## config.mk

```make
export PLATFORM = sky130hd
export DESIGN_NAME = led_fade_pwm
export DESIGN_NICKNAME = d
export VERILOG_FILES = /design/src/rtl/led_fade_pwm.sv
export SDC_FILE = /design/constraint.sdc
export NUM_CORES = 1
export LEC_CHECK = 0
export ABC_AREA = 1
export CAP_MARGIN = 20
export CORE_MARGIN = 3
export CORE_UTILIZATION = 50
export CTS_CLUSTER_SIZE = 14
export DETAILED_ROUTE_END_ITERATION = 6
export GPL_TIMING_DRIVEN = 0
export PLACE_DENSITY_LB_ADDON = 0.15
export SLEW_MARGIN = 30
export SYNTH_ARGS = -nofsm -noshare
export SYNTH_HDL_FRONTEND = slang
export SYNTH_SLANG_ARGS = --single-unit
```

## constraint.sdc

```tcl
create_clock -name clk -period 3.35 [get_ports clk]
set_input_delay 0.67 -clock clk [delete_from_list [all_inputs] [get_ports clk]]
set_output_delay 0.67 -clock clk [all_outputs]
set_load 0.02 [all_outputs]
```

## src/rtl/led_fade_pwm.sv

```systemverilog
// led_fade_pwm
// Three-channel fade/PWM generator for an RGB LED driver. Each channel ramps
// its brightness level up while its enable is high and down while it is low,
// one step per prescaler tick, and emits a glitch-free PWM waveform whose
// duty is latched only at PWM period boundaries.
//
// Optional feature macro: LED_FADE_GAMMA_EN
//   defined   : PWM compare value = (level*level) >> PWM_BITS, level MAX -> MAX
//   undefined : PWM compare value = level (no multiplier)
//
// Parameters
//   PWM_BITS  width of PWM counter and brightness level (MAX = 2^PWM_BITS-1)
//   PRESCALE  clk cycles per fade step (>= 1)
//
// Ports
//   clk        system clock
//   rst        asynchronous, active-high reset
//   en_in      [2:0] per-channel target (1 = fade to full, 0 = fade to off)
//   pwm_out    [2:0] registered PWM drive per channel
//   level_out  [3*PWM_BITS-1:0] raw brightness, channel n at [n*PWM_BITS +: PWM_BITS]
//   fading     [2:0] channel state is RISING or FALLING
//   steady_on  [2:0] channel state is ON
//
// Interface: en_in is a level, sampled every clk edge (no handshake); all
// outputs are valid every cycle. fading/steady_on expose the per-channel FSM.
module led_fade_pwm #(
  parameter int PWM_BITS = 8,
  parameter int PRESCALE = 187500
) (
  input  logic                    clk,
  input  logic                    rst,
  input  logic [2:0]              en_in,
  output logic [2:0]              pwm_out,
  output logic [3*PWM_BITS-1:0]   level_out,
  output logic [2:0]              fading,
  output logic [2:0]              steady_on
);

  localparam logic [PWM_BITS-1:0] MAX = '1;
  localparam logic [PWM_BITS-1:0] ZERO = '0;
  localparam logic [PWM_BITS-1:0] ONE = PWM_BITS'(1);
  localparam logic [PWM_BITS-1:0] MAX_M1 = MAX - ONE;
  localparam int PS_W = (PRESCALE > 1) ? $clog2(PRESCALE) : 1;
  localparam logic [PS_W-1:0] PS_LAST = PS_W'(PRESCALE - 1);

  typedef enum logic [1:0] {
    S_OFF     = 2'd0,
    S_RISING  = 2'd1,
    S_ON      = 2'd2,
    S_FALLING = 2'd3
  } state_t;

  // Fade-step prescaler. With PRESCALE == 1, PS_LAST is 0 and tick is
  // asserted every cycle.
  logic [PS_W-1:0] presc;
  logic            tick;

  assign tick = (presc == PS_LAST);

  always_ff @(posedge clk or posedge rst) begin
    if (rst) begin
      presc <= '0;
    end else if (tick) begin
      presc <= '0;
    end else begin
      presc <= presc + 1'b1;
    end
  end

  // Free-running PWM counter, shared by all channels; wraps MAX -> 0.
  logic [PWM_BITS-1:0] cnt;

  always_ff @(posedge clk or posedge rst) begin
    if (rst) begin
      cnt <= '0;
    end else begin
      cnt <= cnt + 1'b1;
    end
  end

  for (genvar ch = 0; ch < 3; ch++) begin : g_ch
    state_t              state;
    logic [PWM_BITS-1:0] level;
    logic [PWM_BITS-1:0] duty;
    logic [PWM_BITS-1:0] cmp;
    logic                pwm_r;

`ifdef LED_FADE_GAMMA_EN
    // Square-law curve for a perceptually linear fade; full level is forced
    // to full duty so the LED reaches constant-on.
    logic [2*PWM_BITS-1:0] sq;
    assign sq  = level * level;
    assign cmp = (level == MAX) ? MAX : sq[2*PWM_BITS-1:PWM_BITS];
`else
    assign cmp = level;
`endif

    // Fade FSM. A reversal only changes the state; the level continues from
    // where it is on the following ticks. The guards on MAX/0 keep the level
    // from wrapping when a reversal happens at an end point.
    always_ff @(posedge clk or posedge rst) begin
      if (rst) begin
        state <= S_OFF;
        level <= '0;
      end else begin
        case (state)
          S_OFF: begin
            if (en_in[ch]) state <= S_RISING;
          end
          S_RISING: begin
            if (!en_in[ch]) begin
              state <= S_FALLING;
            end else if (tick) begin
              if (level != MAX) level <= level + ONE;
              if (level == MAX || level == MAX_M1) state <= S_ON;
            end
          end
          S_ON: begin
            if (!en_in[ch]) state <= S_FALLING;
          end
          S_FALLING: begin
            if (en_in[ch]) begin
              state <= S_RISING;
            end else if (tick) begin
              if (level != ZERO) level <= level - ONE;
              if (level == ZERO || level == ONE) state <= S_OFF;
            end
          end
          default: state <= S_OFF;
        endcase
      end
    end

    // Duty is only reloaded on the last count of a period, so a level change
    // never produces a shortened or stretched pulse mid-period.
    always_ff @(posedge clk or posedge rst) begin
      if (rst) begin
        duty  <= '0;
        pwm_r <= 1'b0;
      end else begin
        if (cnt == MAX) duty <= cmp;
        pwm_r <= (duty == MAX) | (cnt < duty);
      end
    end

    assign pwm_out[ch]                          = pwm_r;
    assign level_out[ch*PWM_BITS +: PWM_BITS]   = level;
    assign fading[ch]    = (state == S_RISING) || (state == S_FALLING);
    assign steady_on[ch] = (state == S_ON);
  end

endmodule

```

==> flow_summary.toml, run 1 <==
[outcome]
status = "complete, no violations"

[hold_path]
hold_path.class = "flip-flop to flip-flop"

[clock_network]
clk_pin_slew_ps = 60
cts-resized-gates = 0
cts-root-buf = "clkbuf_16"
clk-insertion-delay-late_ps = 340
post_cts_buffers = 0
clkSinkCount = 83
cts_made_buffers = 9
cts_tree = "yes"
htree_levels = 3
cts_hold_buf = 0
cts.path.max_buffers = 2

[placement]
gp_congestion = 0.8817
io_buffers = 37
dpl_cell_area_um2 = 6444
detailed_place_hpwl_um = 9644

[cells_and_area]
multi_input_area_um2 = 3251
n_fill_cell = 1048
drive_above_1_share = 0.06760
regArea_um2 = 2077
fin_area_um2 = 6718
layout_commonest_cell = "nand2_1"
diodes = 0
final_cell_mix = "239 x nand2_1, 107 x inv_1, 83 x dfrtp_1"
fin_nets = 908
area_delta_synth_final_pct = 14.53

[drt]
drt_iter0_drc = 245
via_per_inst = 5.102
post_drt_wl_per_cell_um = 12.57
wl_um = 12550
drc = 0
dr_total_vias = 5092
final_antenna_net_count = 0
dr.pass1.iters = 4

[timing]
setup_tns_ps = 0
worstMarginPinSlew_ps = 453.4
max_slew_margin = 0.6977
slew_violations = 0
rsz0062_at_grt = "false"
fin_crit_sh = 0.8280
fmax_mhz = 360.5
setup_viol = 0
finalClockSkew_ps = 4.149
layout_min_cycle_time_ps = 2774
finalHoldViolations = 0

[synth]
synth_area_leader_cell = "dfrtp_1"
ys.flop_type = "dfrtp_1"
synth_seq_cells = 83
netlist_instances = 804
synth_edf_count = 0
async_flop_share = 1.000
yosysUniqueCellTypes = 36
yosysSeqAreaShare = 0.3541
syn_area_um2 = 5866
ys.warnings.count = 0
syn_avg_cell_area_um2 = 7.296
yosys-top-cells-area = "dfrtp_1 35%, nand2_1 15%, ha_1 11%"
syn-num-nets = 859
synth_top_area_frac = 0.3541

[run]
drv_cap = 0

[critical_path]
path_max_fanout = 10
cp-start-kind = "flip-flop"
worstSetupPathType = "flip-flop to output port"
crit_required_ps = 2680
worstSetupEndpointType = "output port"
cp_data_arrival_time_ps = 2100

[floorplan]
die_h_um = 114.3
boundaryPins = 38
initial_core_util = 0.5272
dieWidth_um = 114.3
dieArea_um2 = 13070
num_rows = 38
coreArea_um2 = 11130

[global_route]
grt_pass1_vias = 4881
gr-usage-all-layers = 0.2072
grt_pass1_wl_um = 22040
antenna_found_initial = 0
grt_max_degree = 64
grt_overflow = 0

[power]
irDropWorstVdd_mv = 0.4721
pwr_density_cell_nw_per_um2 = 713.7
p_leak_uw = 0.003339
==> critical path: stages (launching register included) <==
cell             delay, ps
dfrtp_1                410
ha_1                   250
inv_1                   80
clkbuf_1               340
nand2_1                120
clkdlybuf4s50_1        560
==> registers in the layout, summed over array words and instances (netlist names) <==
| name | cells |
|---|---|
| g_ch.cmp | 24 |
| g_ch.duty | 24 |
| presc | 18 |
| cnt | 8 |
| g_ch.state | 6 |
| g_ch.pwm_r | 3 |
==> cell type report <==
class,count,area share
buffer,17,0.01378
clock buffer,14,0.03930
clock inverter,2,0.001490
inverter,118,0.06705
multi-input combinational,586,0.4839
sequential,83,0.3092
tap,140,0.02608
timing repair buffer,38,0.05923
==> metal layers <==
layer / wire, um / GRT usage
met5: 0 / 0
met3: 387 / 0.03753
met4: 162 / 0.06413
met2: 5813 / 0.3329
met1: 6186 / 0.2852
==> final timing paths <==
check	slack, ps	depth (start not counted)	to	startpoint
max in group asynchronous	2160	3	g_ch[1].pwm_r$_DFF_PP0_	rst
setup reg to reg	1370	10	g_ch[2].duty[3]$_DFFE_PP0N_	cnt[1]$_DFF_PP0_
setup / recovery	580	5	fading[0]	g_ch[0].state[0]$_DFFE_PP0P_
min in group asynchronous	630	2	g_ch[2].cmp[7]$_DFFE_PP0P_	rst
hold reg to reg	470	1	presc[0]$_DFF_PP0_	presc[0]$_DFF_PP0_
hold / removal	470	1	presc[0]$_DFF_PP0_	presc[0]$_DFF_PP0_
==> stage by stage <==
step / worst slack (ps) / util / power, uW / hold WS (ps) / std cells
finish: 576.3 / 0.6038 / 4794 / 475.0 / 998
global route: 420.1 / 0.6038 / 5224 / 499.5 / 998
CTS: 572.3 / 0.6038 / 4839 / 473.4 / 998
detailed placement: 964.4 / 0.5792 / 3870 / 464.8 / 982
global placement: -837.4 / 0.5762 / 3799 / 460.1 / 981
floorplan: 543.2 / - / 3142 / 432.1 / 804
==> logic make-up after synthesis <==
family | synth area share
DFF | 0.3541
xor gates and xnor gates | 0.05973
adders and majority gates | 0.1067
buffers and inverters | 0.09172
and+or+nand+nor | 0.3093
AOI/OAI and AO/OA | 0.07850
==> Yosys cell counts (6+ instances only) <==
cell type	instances
xor2_1	36
nand4_1	18
inv_1	108
buf_2	8
nor3_1	9
nand2_1	239
nor2_1	72
dfrtp_1	83
a21oi_1	21
ha_1	50
nand3_1	45
nor2_4	6
o21ai_0	48
==> power breakdown <==
group	internal [uW]	total [uW]	leakage, uW	switching [uW]
clock	541	935	0.000137	394
combinational	951	2490	0.00211	1540
sequential	1160	1370	0.00110	211
total	2650	4790	0.00334	2140
(Power assumes the default switching activity.)
==> run 2, diff against run 1 <==
==> constraint.sdc (replaced) <==
create_clock -name clk -period 2.55 [get_ports clk]
set_input_delay 0.51 -clock clk [delete_from_list [all_inputs] [get_ports clk]]
set_output_delay 0.51 -clock clk [all_outputs]
set_load 0.02 [all_outputs]
==> run 2 against run 1 <==
Sequential cell count is the same. First-iteration DRC count grew 25%. Global-route usage grew 0.33 points.
==> flow_summary.toml, run 2 (synthesis results as in run 1) <==
[global_route]
grt_pass1_wl_um = 22400
grt_pass1_vias = 4965
antenna_found_initial = 0
grt_max_degree = 26
gr-usage-all-layers = 0.2104
grt_overflow = 0

[floorplan]
die_h_um = 114.3
num_rows = 38
dieArea_um2 = 13070
coreArea_um2 = 11130
dieWidth_um = 114.3
initial_core_util = 0.5272
boundaryPins = 38

[drt]
routed.top_layer = "met4"
via_per_inst = 5.142
wl_met3_um = 492
final_antenna_net_count = 0
dr_total_vias = 5152
drc = 0
dr.pass1.iters = 6
wl_um = 12810
wl_met2_um = 6071
met1Wirelength_um = 6085
post_drt_wl_per_cell_um = 12.79
drt_iter0_drc = 307

[critical_path]
crit_required_ps = 2040
max_stage_delay_ps = 610
r2r_cells = 10
path_max_fanout = 7
crit_family = "buffers and inverters"
cp_data_arrival_time_ps = 1910
worstSetupEndpointType = "output port"
crit_slowest_cell = "clkdlybuf4s50_1"
path_buf_inv = 3
cp_common_cell = "inv_1"
cp-start-kind = "flip-flop"
worstSetupPathType = "flip-flop to output port"
cp_num_cells = 5
crit_chain = "inv_1, ha_2, inv_1, nand2_1, clkdlybuf4s50_1"

[placement]
io_buffers = 37
gp_congestion = 0.8948
dp_cells = 984
detailed_place_hpwl_um = 9726

[cells_and_area]
area_delta_synth_final_pct = 16.70
n_fill_cell = 1016
layout_commonest_cell = "nand2_1"
final-instance-count-excl-fill = 1002
utilization = 0.6153
fin_nets = 912
diodes = 0
final_cell_mix = "239 x nand2_1, 106 x inv_1, 83 x dfrtp_1"
drive_above_1_share = 0.08121

[power]
p_leak_uw = 0.003390
irDropWorstVdd_mv = 0.7654
pwr_density_cell_nw_per_um2 = 961.1
power_uw = 6579

[timing]
setup_tns_ps = 0
max_slew_margin = 0.6915
rsz0062_at_grt = "false"
fin_crit_sh = 0.9472
fmax_mhz = 414.0
setup_viol = 0
slew_violations = 0
finalClockSkew_ps = 6.188
worstMarginPinSlew_ps = 462.7
layout_min_cycle_time_ps = 2415
finalHoldViolations = 0

[clock_network]
cts-root-buf = "clkbuf_16"
clk-insertion-delay-late_ps = 340
clk_pin_slew_ps = 60
cts_made_buffers = 9
cts_tree = "yes"
clkSinkCount = 83
htree_levels = 3
cts.path.max_buffers = 2

[hold_path]
hold_path.class = "flip-flop to flip-flop"
hold_depth = 1

[outcome]
status = "complete, no violations"

[run]
drv_cap = 0
## run 2: final timing paths
path	startpoint	endpoint	slack, ps
min in group asynchronous	rst	g_ch[2].state[1]$_DFFE_PP0P_	550
hold reg to reg	presc[0]$_DFF_PP0_	presc[0]$_DFF_PP0_	470
setup reg to reg	cnt[0]$_DFF_PP0_	g_ch[2].duty[0]$_DFFE_PP0N_	530
hold / removal	presc[0]$_DFF_PP0_	presc[0]$_DFF_PP0_	470
setup / recovery	g_ch[0].state[1]$_DFFE_PP0P_	fading[0]	130
max in group asynchronous	rst	g_ch[0].state[0]$_DFFE_PP0P_	1540
## run 2: stage by stage
stage                     hold slack [ps]  setup WS (ps)  area (um2)
final                               469.7          134.7        6845
after detailed placement            467.0          300.1        6482
after CTS                           474.9          14.02        6813
after global placement              447.2          115.3        6415
after global routing                506.4          22.57        6845
after floorplan                     432.1          912.9        5869
## run 2: layout make-up
type                       count  area, um2  area share
timing repair buffer          43      460.4     0.06726
buffer                        16      88.84     0.01298
multi-input combinational    586       3253      0.4752
inverter                     118      456.7     0.06672
clock inverter                 6      95.09     0.01389
clock buffer                  10      239.0     0.03491
tap                          140      175.2     0.02559
sequential                    83       2077      0.3034
## run 2: report_power, final
| group | internal, uW | switching, uW |
|---|---|---|
| logic | 1280 | 2050 |
| clock network | 895 | 557 |
| registers | 1520 | 279 |
## run 2: timing repair
| action | 4_1_cts | 5_1_grt |
|---|---|---|
| gates resized for setup | 0 | 4 |
| hold buffers | 0 | 0 |
| setup buffers | 0 | 3 |
| endpoints found under the setup margin | 1 | 3 |
## run 2: worst reg2reg max path, delay by kind of cell (launching register included)
kind	cells	cell delay, ps
buf+inv	2	410
compound gates	1	130
simple gates	6	640
fa+ha+maj	1	220
flops	1	470
## run 2: metal layers
metal | global-route usage | vias to the layer above
li1 | - | 2638
met1 | 0.2725 | 2411
met2 | 0.3544 | 90
met3 | 0.05127 | 13
met4 | 0.05305 | 0
met5 | 0 | -
==> variant, RTL diff (settings of run 1) <==
Add a define of `LED_FADE_GAMMA_EN`.
--- a/src/rtl/led_fade_pwm.sv
+++ b/src/rtl/led_fade_pwm.sv
@@ -23,6 +23,8 @@
 //
 // Interface: en_in is a level, sampled every clk edge (no handshake); all
 // outputs are valid every cycle. fading/steady_on expose the per-channel FSM.
+`define LED_FADE_GAMMA_EN
+
 module led_fade_pwm #(
   parameter int PWM_BITS = 8,
   parameter int PRESCALE = 187500
Formal check against the unedited RTL: no difference found for any inputs over 4 cycles, from zero or initial values and one cycle with rst high; that may be too few to reach the edited logic, so the function may still have changed.
==> variant against run 1 <==
The run now ends with setup timing left. Clock skew rose by 0.0079 ns. Setup slack worse by 1.2 ns. Sequential share of layout area fell by 16 points. Fmax decreased by 29%. Via count grew 94%. Synthesized area rose by 83%. Worst hold slack better by 0.021 ns. Power rose by 97%. Combinational power rose to 2.8 times the old value. Final area up 100%. Routed wire length grew 110%. Synthesized cell count grew 89%. Sequential cell count unchanged. Highest routed layer unchanged.
==> variant: results (changes against run 1) <==
\begin{tabular}{lr}
\hline
Metric & Value \\
\hline
\multicolumn{2}{l}{\textbf{Status}} \\
Outcome & complete, but fails checks (was finished clean) \\
Violations in the final reports & setup timing \\
\multicolumn{2}{l}{\textbf{Timing}} \\
Final setup vio count & 24 (was 0) \\
Crit path setup slack, layout & -0.574 ns (was 0.576 ns) \\
Clock skew after layout & 0.0121 ns (was 0.00415 ns) \\
Total Neg Setup Slack & -10.73 ns (was 0 ns) \\
\multicolumn{2}{l}{\textbf{Worst setup path}} \\
Biggest fanout along the worst timing path & 4 (was 10) \\
CP arrival & 4.18 ns (was 2.10 ns) \\
Worst path slowest cell & sky130\_fd\_sc\_hd\_\_fa\_1 (was sky130\_fd\_sc\_hd\_\_clkdlybuf4s50\_1) \\
Largest delay share family, worst path & adder cells (was buffers and inverters) \\
\multicolumn{2}{l}{\textbf{Synth}} \\
Distinct cell type count after synthesis & 39 (was 36) \\
Sequential area share after synthesis & 19.4\% (was 35.4\%) \\
Xor/xnor share of the synthesized area & 4.41\% (was 5.97\%) \\
Synth Net Count & 1733 (was 859) \\
\multicolumn{2}{l}{\textbf{GRT}} \\
All-Layer GR Usage & 22.5\% (was 20.7\%) \\
Number of global-route vias before repair & 9832 (was 4881) \\
Pin count of the biggest net entering global routing & 66 (was 64) \\
\multicolumn{2}{l}{\textbf{Clock tree}} \\
Worst-Skew Late Latency & 0.36 ns (was 0.34 ns) \\
\multicolumn{2}{l}{\textbf{Placed design}} \\
Placed Area & 12000 µm² (was 6440 µm²) \\
Final weighted congestion of routability-driven global placement & 0.909 (was 0.882) \\
\multicolumn{2}{l}{\textbf{Finish}} \\
Net count reported at finish & 1867 (was 908) \\
Share of post-route cells with drive strength above 1 & 23.7\% (was 6.76\%) \\
\multicolumn{2}{l}{\textbf{Power}} \\
Switching power & 4.63 mW (was 2.14 mW) \\
Peak ir drop on the vdd network & 0.420 mV (was 0.472 mV) \\
Reported leakage power & 7.29 nW (was 3.34 nW) \\
\multicolumn{2}{l}{\textbf{Drt}} \\
1st-pass router iterations & 5 (was 4) \\
Routed wire length & 26.8 mm (was 12.5 mm) \\
Iter 0 DRT Violations & 554 (was 245) \\
Count of vias placed by the detailed router & 9902 (was 5092) \\
\hline
\end{tabular}
variant: layout make-up:
class	instances	area [µm²]	share of cell area (%)
Clock buffer	9	225	1.64
Tap cell	270	338	2.46
Timing Repair Buffer	132	1180	8.60
Buffer	26	258	1.88
Sequential cell	83	2110	15.4
Clock inverter	7	128	0.930
Inverter	339	1290	9.43
Multi-Input combinational cell	1063	8190	59.7
variant: power groups by stage:
stage	logic (mW)	clock network, mW	registers, mW
4_1_cts	6.43	1.23	1.31
3_3_place_gp	5.60	0	1.34
3_5_place_dp	5.73	0	1.34
5_1_grt	7.76	1.27	1.35
6_report	6.94	1.21	1.33
2_1_floorplan	4.46	0	1.39
variant: final timing paths:
check,start,endpoint,slack [ns],cells after the start
max,g_ch[2].level[5],g_ch[2].duty[6],-0.57,18
min,presc[0],presc[0],0.50,1
max reg2reg,g_ch[2].level[5],g_ch[2].duty[6],-0.57,18
min reg2reg,presc[0],presc[0],0.50,1
max in group asynchronous,rst,g_ch[2].level[3],2.14,3
min in group asynchronous,rst,presc[0],0.62,2
variant: metrics by stage:
stage               instances  setup WS (ns)
floorplan                1520         -0.426
global placement         1827          -1.21
detailed placement       1828         -0.654
CTS                      1895         -0.553
global route             1929         -0.743
finish                   1929         -0.574
variant: routing by layer:
| layer | GRT usage, % | wire length, µm | up-vias |
|---|---|---|---|
| li1 | - | - | 4959 |
| met1 | 29.7 | 11900 | 4706 |
| met2 | 39.0 | 13300 | 191 |
| met3 | 2.67 | 948 | 46 |
| met4 | 6.62 | 577 | 0 |
| met5 | 0 | 0 | - |
variant: repair_timing:
item,CTS,global route
resized for setup,68,113
endpoints found under the setup margin,24,24
buffers inserted,58,36
gates cloned,0,1
pin swaps,57,83
